==> src/rtl/iagc_telemetry_framer_if.sv <==
// Byte-stream handshake between the telemetry framer and the UART transmitter.
interface iagc_telemetry_framer_if;
  logic [7:0] o_byte;
  logic       o_byteValid;
  logic       i_byteReady;

  modport master (output o_byte, output o_byteValid, input i_byteReady);
  modport slave  (input o_byte, input o_byteValid, output i_byteReady);
endinterface

==> src/rtl/iagc_telemetry_framer.sv <==
// Periodic telemetry framer: snapshots channel fields plus IAGC status and emits
// SYNC, HEADER{seq,status}, payload (channel 0 first, MSB byte first) and a checksum.
module iagc_telemetry_framer #(
  parameter int          CHANNELS         = 4,
  parameter int          FIELD_SIZE       = 16,
  parameter int          IAGC_STATUS_SIZE = 4,
  parameter int          UART_DATA_SIZE   = 8,
  parameter int          FRAME_PERIOD     = 1_000_000,
  parameter logic [7:0]  SYNC_BYTE        = 8'hA5
) (
  input  logic                           i_clock,
  input  logic                           i_reset,
  input  logic [IAGC_STATUS_SIZE-1:0]    i_iagcStatus,
  input  logic [CHANNELS*FIELD_SIZE-1:0] i_fields,
  input  logic                           i_fieldsValid,
  input  logic                           i_enable,
  iagc_telemetry_framer_if.master        tx,
  output logic                           o_busy,
  output logic                           o_frameDone,
  output logic [7:0]                     o_overrunCount
);

  localparam int BW = UART_DATA_SIZE;
  localparam int FB = FIELD_SIZE / BW;
  localparam int PB = CHANNELS * FB;
  localparam int PW = PB * BW;
  localparam int TW = $clog2(FRAME_PERIOD);
  localparam int CW = $clog2(PB + 1);
  localparam logic [TW-1:0] T_LAST = TW'(FRAME_PERIOD - 1);
  localparam logic [CW-1:0] C_LAST = CW'(PB);

  typedef enum logic [2:0] {
    ST_IDLE, ST_SYNC, ST_HEADER, ST_PAYLOAD, ST_CHECKSUM
  } state_t;

  state_t                      state_r, state_nx_s;
  logic [TW-1:0]               timer_r, timer_nx_s;
  logic [CHANNELS*FIELD_SIZE-1:0] shadow_r, snapshot_s;
  logic [PW-1:0]               buf_r, buf_nx_s, payload_s;
  logic [CW-1:0]               cnt_r, cnt_nx_s;
  logic [3:0]                  seq_r, seq_nx_s, status_r, status_nx_s;
  logic [7:0]                  csum_r, csum_nx_s, byte_r, byte_nx_s;
  logic [7:0]                  overrun_r, overrun_nx_s, header_s, top_s;
  logic                        valid_r, valid_nx_s, busy_r, busy_nx_s;
  logic                        done_r, done_nx_s, tick_s, xfer_s;

  assign snapshot_s = i_fieldsValid ? i_fields : shadow_r;
  assign header_s   = {seq_r, status_r};
  assign top_s      = buf_r[PW-1 -: BW];
  assign tick_s     = i_enable & (timer_r == T_LAST);
  assign xfer_s     = valid_r & tx.i_byteReady;

  // Reorder the snapshot so that the next payload byte always sits at the top of the buffer
  always_comb begin
    payload_s = '0;
    for (int c = 0; c < CHANNELS; c++) begin
      for (int b = 0; b < FB; b++) begin
        payload_s[PW-1-(c*FB+b)*BW -: BW] = snapshot_s[c*FIELD_SIZE+(FB-1-b)*BW +: BW];
      end
    end
  end

  // Next-state, timer, overrun and output-register logic
  always_comb begin
    state_nx_s   = state_r;
    buf_nx_s     = buf_r;
    cnt_nx_s     = cnt_r;
    seq_nx_s     = seq_r;
    status_nx_s  = status_r;
    csum_nx_s    = csum_r;
    byte_nx_s    = byte_r;
    valid_nx_s   = valid_r;
    busy_nx_s    = busy_r;
    done_nx_s    = 1'b0;
    overrun_nx_s = overrun_r;

    if (!i_enable) begin
      timer_nx_s = '0;
    end else if (timer_r == T_LAST) begin
      timer_nx_s = '0;
    end else begin
      timer_nx_s = timer_r + TW'(1);
    end

    if (tick_s && (state_r != ST_IDLE) && (overrun_r != 8'hFF)) begin
      overrun_nx_s = overrun_r + 8'd1;
    end else begin
      overrun_nx_s = overrun_r;
    end

    case (state_r)
      ST_IDLE: begin
        if (tick_s) begin
          state_nx_s  = ST_SYNC;
          buf_nx_s    = payload_s;
          status_nx_s = i_iagcStatus[3:0];
          csum_nx_s   = 8'h00;
          byte_nx_s   = SYNC_BYTE;
          valid_nx_s  = 1'b1;
          busy_nx_s   = 1'b1;
        end else begin
          state_nx_s  = ST_IDLE;
        end
      end
      ST_SYNC: begin
        if (xfer_s) begin
          state_nx_s = ST_HEADER;
          byte_nx_s  = header_s;
          csum_nx_s  = csum_r + header_s;
        end else begin
          state_nx_s = ST_SYNC;
        end
      end
      ST_HEADER: begin
        if (xfer_s) begin
          state_nx_s = ST_PAYLOAD;
          byte_nx_s  = top_s;
          csum_nx_s  = csum_r + top_s;
          buf_nx_s   = buf_r << BW;
          cnt_nx_s   = CW'(1);
        end else begin
          state_nx_s = ST_HEADER;
        end
      end
      ST_PAYLOAD: begin
        // cnt_r counts payload bytes already presented, including the one on the bus
        if (xfer_s && (cnt_r == C_LAST)) begin
          state_nx_s = ST_CHECKSUM;
          byte_nx_s  = csum_r;
        end else if (xfer_s) begin
          byte_nx_s  = top_s;
          csum_nx_s  = csum_r + top_s;
          buf_nx_s   = buf_r << BW;
          cnt_nx_s   = cnt_r + CW'(1);
        end else begin
          state_nx_s = ST_PAYLOAD;
        end
      end
      ST_CHECKSUM: begin
        if (xfer_s) begin
          state_nx_s = ST_IDLE;
          valid_nx_s = 1'b0;
          busy_nx_s  = 1'b0;
          done_nx_s  = 1'b1;
          seq_nx_s   = seq_r + 4'd1;
        end else begin
          state_nx_s = ST_CHECKSUM;
        end
      end
      default: begin
        state_nx_s = ST_IDLE;
        valid_nx_s = 1'b0;
        busy_nx_s  = 1'b0;
      end
    endcase
  end

  // State and datapath registers with synchronous reset
  always_ff @(posedge i_clock) begin
    if (i_reset) begin
      state_r   <= ST_IDLE;
      timer_r   <= '0;
      shadow_r  <= '0;
      buf_r     <= '0;
      cnt_r     <= '0;
      seq_r     <= 4'd0;
      status_r  <= 4'd0;
      csum_r    <= 8'h00;
      byte_r    <= 8'h00;
      valid_r   <= 1'b0;
      busy_r    <= 1'b0;
      done_r    <= 1'b0;
      overrun_r <= 8'h00;
    end else begin
      state_r   <= state_nx_s;
      timer_r   <= timer_nx_s;
      shadow_r  <= i_fieldsValid ? i_fields : shadow_r;
      buf_r     <= buf_nx_s;
      cnt_r     <= cnt_nx_s;
      seq_r     <= seq_nx_s;
      status_r  <= status_nx_s;
      csum_r    <= csum_nx_s;
      byte_r    <= byte_nx_s;
      valid_r   <= valid_nx_s;
      busy_r    <= busy_nx_s;
      done_r    <= done_nx_s;
      overrun_r <= overrun_nx_s;
    end
  end

  assign tx.o_byte      = byte_r;
  assign tx.o_byteValid = valid_r;
  assign o_busy         = busy_r;
  assign o_frameDone    = done_r;
  assign o_overrunCount = overrun_r;

endmodule

==> src/flat_wrapper.sv <==
// flat-port wrapper written by rule: the top's interface ports become plain ports
module iagc_telemetry_framer_flat 
#(
  parameter int          CHANNELS         = 4,
  parameter int          FIELD_SIZE       = 16,
  parameter int          IAGC_STATUS_SIZE = 4,
  parameter int          UART_DATA_SIZE   = 8,
  parameter int          FRAME_PERIOD     = 1_000_000,
  parameter logic [7:0]  SYNC_BYTE        = 8'hA5
)
  (i_clock, i_reset, i_iagcStatus, i_fields, i_fieldsValid, i_enable, o_busy, o_frameDone, o_overrunCount, tx_o_byte, tx_o_byteValid, tx_i_byteReady);
  iagc_telemetry_framer_if tx_i ();
  input  logic i_clock;
  input  logic i_reset;
  input  logic [IAGC_STATUS_SIZE-1:0] i_iagcStatus;
  input  logic [CHANNELS*FIELD_SIZE-1:0] i_fields;
  input  logic i_fieldsValid;
  input  logic i_enable;
  output logic o_busy;
  output logic o_frameDone;
  output logic [7:0] o_overrunCount;
  output wire logic [$bits(tx_i.o_byte)-1:0] tx_o_byte;
  output wire logic [$bits(tx_i.o_byteValid)-1:0] tx_o_byteValid;
  input wire logic [$bits(tx_i.i_byteReady)-1:0] tx_i_byteReady;
  assign tx_o_byte = tx_i.o_byte;
  assign tx_o_byteValid = tx_i.o_byteValid;
  assign tx_i.i_byteReady = tx_i_byteReady;
  iagc_telemetry_framer #(.CHANNELS(CHANNELS), .FIELD_SIZE(FIELD_SIZE), .IAGC_STATUS_SIZE(IAGC_STATUS_SIZE), .UART_DATA_SIZE(UART_DATA_SIZE), .FRAME_PERIOD(FRAME_PERIOD), .SYNC_BYTE(SYNC_BYTE)) u_core (.i_clock(i_clock), .i_reset(i_reset), .i_iagcStatus(i_iagcStatus), .i_fields(i_fields), .i_fieldsValid(i_fieldsValid), .i_enable(i_enable), .tx(tx_i), .o_busy(o_busy), .o_frameDone(o_frameDone), .o_overrunCount(o_overrunCount));
endmodule
==> config.mk <==
export PLATFORM = sky130hd
export DESIGN_NAME = iagc_telemetry_framer_flat
export DESIGN_NICKNAME = d
export VERILOG_FILES = /design/src/rtl/iagc_telemetry_framer_if.sv /design/src/rtl/iagc_telemetry_framer.sv /design/src/flat_wrapper.sv
export SDC_FILE = /design/constraint.sdc
export NUM_CORES = 1
export LEC_CHECK = 0
export BUFFER_PORTS_ARGS = -buffer_cell sky130_fd_sc_hd__buf_2
export CAP_MARGIN = 20
export CELL_PAD_IN_SITES_DETAIL_PLACEMENT = 1
export CELL_PAD_IN_SITES_GLOBAL_PLACEMENT = 1
export CORE_UTILIZATION = 40
export DETAILED_ROUTE_END_ITERATION = 6
export GPL_ROUTABILITY_DRIVEN = 1
export HOLD_SLACK_MARGIN = 0.1
export PLACE_DENSITY = 0.75
export SLEW_MARGIN = 20
export SYNTH_ARGS = -nofsm -noshare
export SYNTH_HDL_FRONTEND = slang
export SYNTH_SLANG_ARGS = --single-unit
==> constraint.sdc <==
create_clock -name i_clock -period 4.73 [get_ports i_clock]
set_input_delay 0.2365 -clock i_clock [delete_from_list [all_inputs] [get_ports i_clock]]
set_output_delay 0.2365 -clock i_clock [all_outputs]
set_load 0.005 [all_outputs]
* After elaboration in Yosys (flattened, before gate mapping)
Index checks and enable logic that the tools add are counted.
** Word-level totals
- Flip-flop bits (word level) :: 189
- Logic and storage cells :: 85
- Output and inout port bits :: 19
- Input port bits :: 73
** Operators by class
- Bitwise operators :: 5
- Reductions and logical operators :: 18
- Multiplexer cells :: 30
- Eq/ne operators :: 14
- Add/sub/neg operators :: 6
** Operators by type and width (number)
- two-way mux 64 bit :: 4
- case mux 64 bit (3 select lines) :: 1
- two-way mux 8 bit :: 8
- case mux 8 bit (4 select lines) :: 2
- adder 20 x 1 -> 20 bit (second input constant) :: 1
- == test 20 bit (second input constant) :: 1
- adder 8 bit :: 2
- case mux 3 bit (5 select lines) :: 1
- two-way mux 4 bit :: 3
- inequality test 2 x 1 -> 1 bit (second input constant) :: 5
- two-way mux 3 bit :: 3
- AND reduction 3 bit :: 3
- adder 4 x 1 -> 4 bit (second input constant) :: 2
- adder 8 x 1 -> 8 bit (second input constant) :: 1
- inequality test 8 bit (second input constant) :: 1
- case mux 4 bit (2 select lines) :: 1
- AND reduction 4 bit :: 2
- == test 3 x 2 -> 1 bit (second input constant) :: 2
- nonzero test 3 bit :: 2
- OR reduction 3 bit :: 2
- two-way mux 1 bit :: 5
- == test 4 bit (second input constant) :: 1
- AND reduction 2 bit :: 2
- nonzero test 4 bit :: 1
- other kinds (12) :: 17

* Longest topological paths before layout
- Depth in word-level cells :: 4
- Mapped depth :: 14
- Gate-level depth less buffers :: 10

* Worst setup path after synthesis
No wires, ideal clock.
- Path kind :: register to register
- Start :: register u_core.state_r[1]
- End :: register u_core.csum_r[6]
- Cell stages (with the launch flop) :: 15
- Data required time :: 4.613 ns
- Slack :: 1.722 ns
- Arrival time :: 2.890 ns
- Buffers on the path :: 4
- Library setup time :: 0.117 ns
- Clock period less this slack :: 3.008 ns
- Path through :: dfxtp_1 -> buf_2 -> nand2b_1 -> buf_2 -> clkbuf_1 -> clkbuf_1 -> mux2_2 -> ha_1 -> inv_1 -> fa_1 -> nor2b_1 -> o21ai_0 -> a21oi_1 -> or3_1 -> a32o_1
** On the way
- Longest elaborated chain between the ends :: 3
- Elaborated cells between the ends (all ways) :: 10
- Classes of those cells :: 6 x eq/ne; 1 x mux; 3 x reduce/logical
** RTL lines
- start, declared :: RTL line iagc_telemetry_framer.sv:36 : state_t state_r, state_nx_s;
- start signal, assigned :: RTL line iagc_telemetry_framer.sv:175 : state_r <= state_nx_s;
- == test 3 x 2 -> 1 bit, or another cell as far along :: RTL line iagc_telemetry_framer.sv:91 : case (state_r)
- inequality test 2 bit (no line), or another cell as far along
- AND reduction 4 bit (no line)
- end signal, assigned :: RTL line iagc_telemetry_framer.sv:182 : csum_r <= csum_nx_s;
- end, declared :: RTL line iagc_telemetry_framer.sv:42 : logic [7:0] csum_r, csum_nx_s, byte_r, byte_nx_s;
Several ways; a longest one is shown, not always the timed one.
A chain may end at the register's enable or synchronous reset.

* Worst setup path after layout
- Start :: register u_core.state_r[2]
- End :: register u_core.csum_r[6]
The elaborated chain is that of the path after synthesis.

==> metrics.csv <==
stage;metric;value;unit
pwr;power_density;323.1;mW/mm²
synthesis;postSynthCellCount;953;
min_path;hp-class;in -> reg;
clock_network;clk_latency;440;ps
pwr;vdd_ir_drop_max;235.5;µV
drt;antenna_left;0;
clock_network;clk_path_buf_depth;2;
floorplanning;die-area;0.02225;mm²
drt;wl_per_cell;17.15;µm
sta;setup_viol;0;
sta;fin_worst_skew;11.14;ps
finish;drive_above_1_share;18.47;%
synthesis;async_reset_ff_share;0;%
sta;period_minus_slack;3322;ps
sta;max_freq;0.3011;GHz
clock_network;clkSinkCount;189;
min_path;hold_depth;3;
worst_setup_path;critPathKind;reg -> reg;
finish;antennaDiodeCount;0;
worst_setup_path;end_kind;register;
clock_network;root_buffer;clkbuf_16;
floorplanning;coreArea;0.02115;mm²
drt;route.detailed.drc;0;
finish;area_delta_synth_final;19.71;%
synthesis;synth_most_common_cell;dfxtp_1;
worst_setup_path;r2r_cells;10;
worst_setup_path;startpoint_type;register;
place;dpl.hpwl;14470;µm
clock_network;cts_tree;built;
clock_network;htree_levels;4;
worst_setup_path;cp.required;5060;ps
synthesis;mappedNetlistNets;1039;
grt;grt_pass1_vias;7383;
clock_network;path_clk_slew;70;ps
sta;rsz0062_at_grt;no;
floorplanning;core.rowCount;53;
floorplanning;boundaryPins;92;
place;port_buffers;91;
grt;track_usage;21.32;%
clock_network;cts-buffers-inserted;17;
sta;hold_viol;0;
drt;num_vias;7417;
synthesis;synth_edf_count;0;
place;routabilityCongestion;0.8452;
synthesis;yosys_register_bits;189;
sta;tightest_slew;1080;ps
synthesis;yosysUniqueCellTypes;62;
floorplanning;start_util;40.96;%
outcome;status;finished, final reports clean;
grt;grt.overflow.total;0;
job;maxCapViolations;0;
drt;viasPerCell;5.552;
sta;slew_violations;0;
synthesis;yosys-top-cells-area;dfxtp_1, mux2i_1, nor2_1;
finish;final_nets;1134;
synthesis;syn_area;0.008665;mm²
clock_network;cts_resized;0;
sta;slew_headroom;27.98;%
floorplanning;die_y;149.2;µm
synthesis;yosys-top-cells-count;dfxtp_1, nor2_1, nand2_1, nand3_1, mux2i_1;
worst_setup_path;path_max_fanout;71;
sta;min_period_over_period;70.23;%
synthesis;yosysWarnings;0;
synthesis;synth_ff_type;dfxtp_1;
grt;antenna_found_initial;0;
pwr;p_leak;4.147;nW
worst_setup_path;cp_data_arrival_time;3660;ps
synthesis;avgSynthCellArea;9.092;µm²
synthesis;synth_top_area_cell;dfxtp_1;
grt;grt_pass1_wl;37790;µm
synthesis;netlist.area_leader.share;43.67;%
floorplanning;die_w;149.2;µm
sta;finalSetupTns;0;ps
drt;routed_wl;22920;µm
drt;drt_iter0_markers;390;
grt;grt_max_degree;73;
synthesis;ys_seq_area_share;43.67;%
sta;timing.hold.ws;86.05;ps
drt;drtPass1Iterations;6;
metal layers:
metal / wire [µm] / GRT usage (%) / vias up
met5: 0 / 0 / -
met4: 367 / 6.122 / 0
met3: 539 / 3.364 / 30
met2: 11490 / 37.23 / 113
met1: 10520 / 26.95 / 3634
li1: - / - / 3640
cell families after synthesis:
kind of cell,count (synthesis),synth area share [%]
buffers and inverters,102,5.170
xor gates and xnor gates,25,2.527
and+or+nand+nor,340,18.44
adders and majority gates,13,1.964
DFF,189,43.67
muxes,75,8.794
AOI/OAI and AO/OA,209,19.44
final cells by class:
type / instances / area (µm²)
clock buffers: 18 / 429.2
well taps: 275 / 344.1
clock inverters: 14 / 183.9
fillers: 2417 / 10780
flip-flops and latches: 189 / 3784
inverters: 21 / 78.83
repair buffers: 157 / 1100
multi-input cells: 662 / 4453
critical path, cell delays in order (launching register included):
cell and delay [ps]:
dfxtp_1 620, nand2b_4 730, mux2_2 420, ha_1 190, inv_1 70, fa_1 200, nor2b_1 60, o21ai_0 200
a21oi_1 120, or3_1 350, a32o_1 240
through the flow:
step	cells	util, %	total power (W)	worst slack (ps)	area (µm²)
after floorplan	953	-	0.001779	1722	8665
after global placement	1246	43.37	0.001840	1503	9175
after detailed placement	1247	43.41	0.001844	1409	9183
after CTS	1335	48.96	0.003383	1394	10360
after global routing	1336	49.03	0.003463	1141	10370
final	1336	49.03	0.003352	1408	10370
sequential cells by signal (all words and copies together) (netlist names), 4 cells and up:
name / cells
u_core.buf_r: 64
u_core.cnt_r: 4
u_core.csum_r: 8
u_core.o_overrunCount: 8
u_core.seq_r: 4
u_core.shadow_r: 64
u_core.status_r: 4
u_core.timer_r: 20
u_core.tx.o_byte: 8
layout by cell type, fill, tap and decap left out, types with 4 or more instances in the layout:
cell / count
a2111oi_0: 4
a211oi_1: 5
a21boi_0: 5
a21oi_1: 59
a21oi_2: 21
a222oi_1: 4
a22o_1: 4
a41o_1: 8
and3_1: 8
buf_2: 89
buf_4: 11
clkbuf_16: 17
dfxtp_1: 189
dlygate4sd3_1: 56
ha_1: 12
inv_1: 21
mux2_2: 9
mux2i_1: 66
nand2_1: 95
nand3_1: 75
nand4_1: 5
nor2_1: 107
nor2b_1: 4
nor3_1: 7
nor4_1: 4
nor4b_1: 8
o21a_1: 4
o21ai_0: 13
o221ai_1: 34
o221ai_2: 22
o32ai_1: 4
or3_1: 4
xnor2_1: 12
xor2_1: 13
path summary, 6_finish.rpt:
check	start	to	slack (ps)
setup reg to reg	u_core.state_r[2]	u_core.csum_r[6]	1410
setup / recovery	u_core.state_r[2]	u_core.csum_r[6]	1410
hold reg to reg	u_core.timer_r[0]	u_core.timer_r[0]	470
hold / removal	i_fields[51]	u_core.shadow_r[51]	90
power by group:
part,switching (W),internal (W)
Clock,0.000665,0.000844
Sequential,0.00000858,0.00162
Combinational,0.000113,0.0000990
timing repair:
action | CTS | global route
setup buffers | 0 | 0
hold buffers | 56 | 0
endpoints found under the hold margin | 56 | 0
No activity file was read; power rests on OpenSTA's default activity.
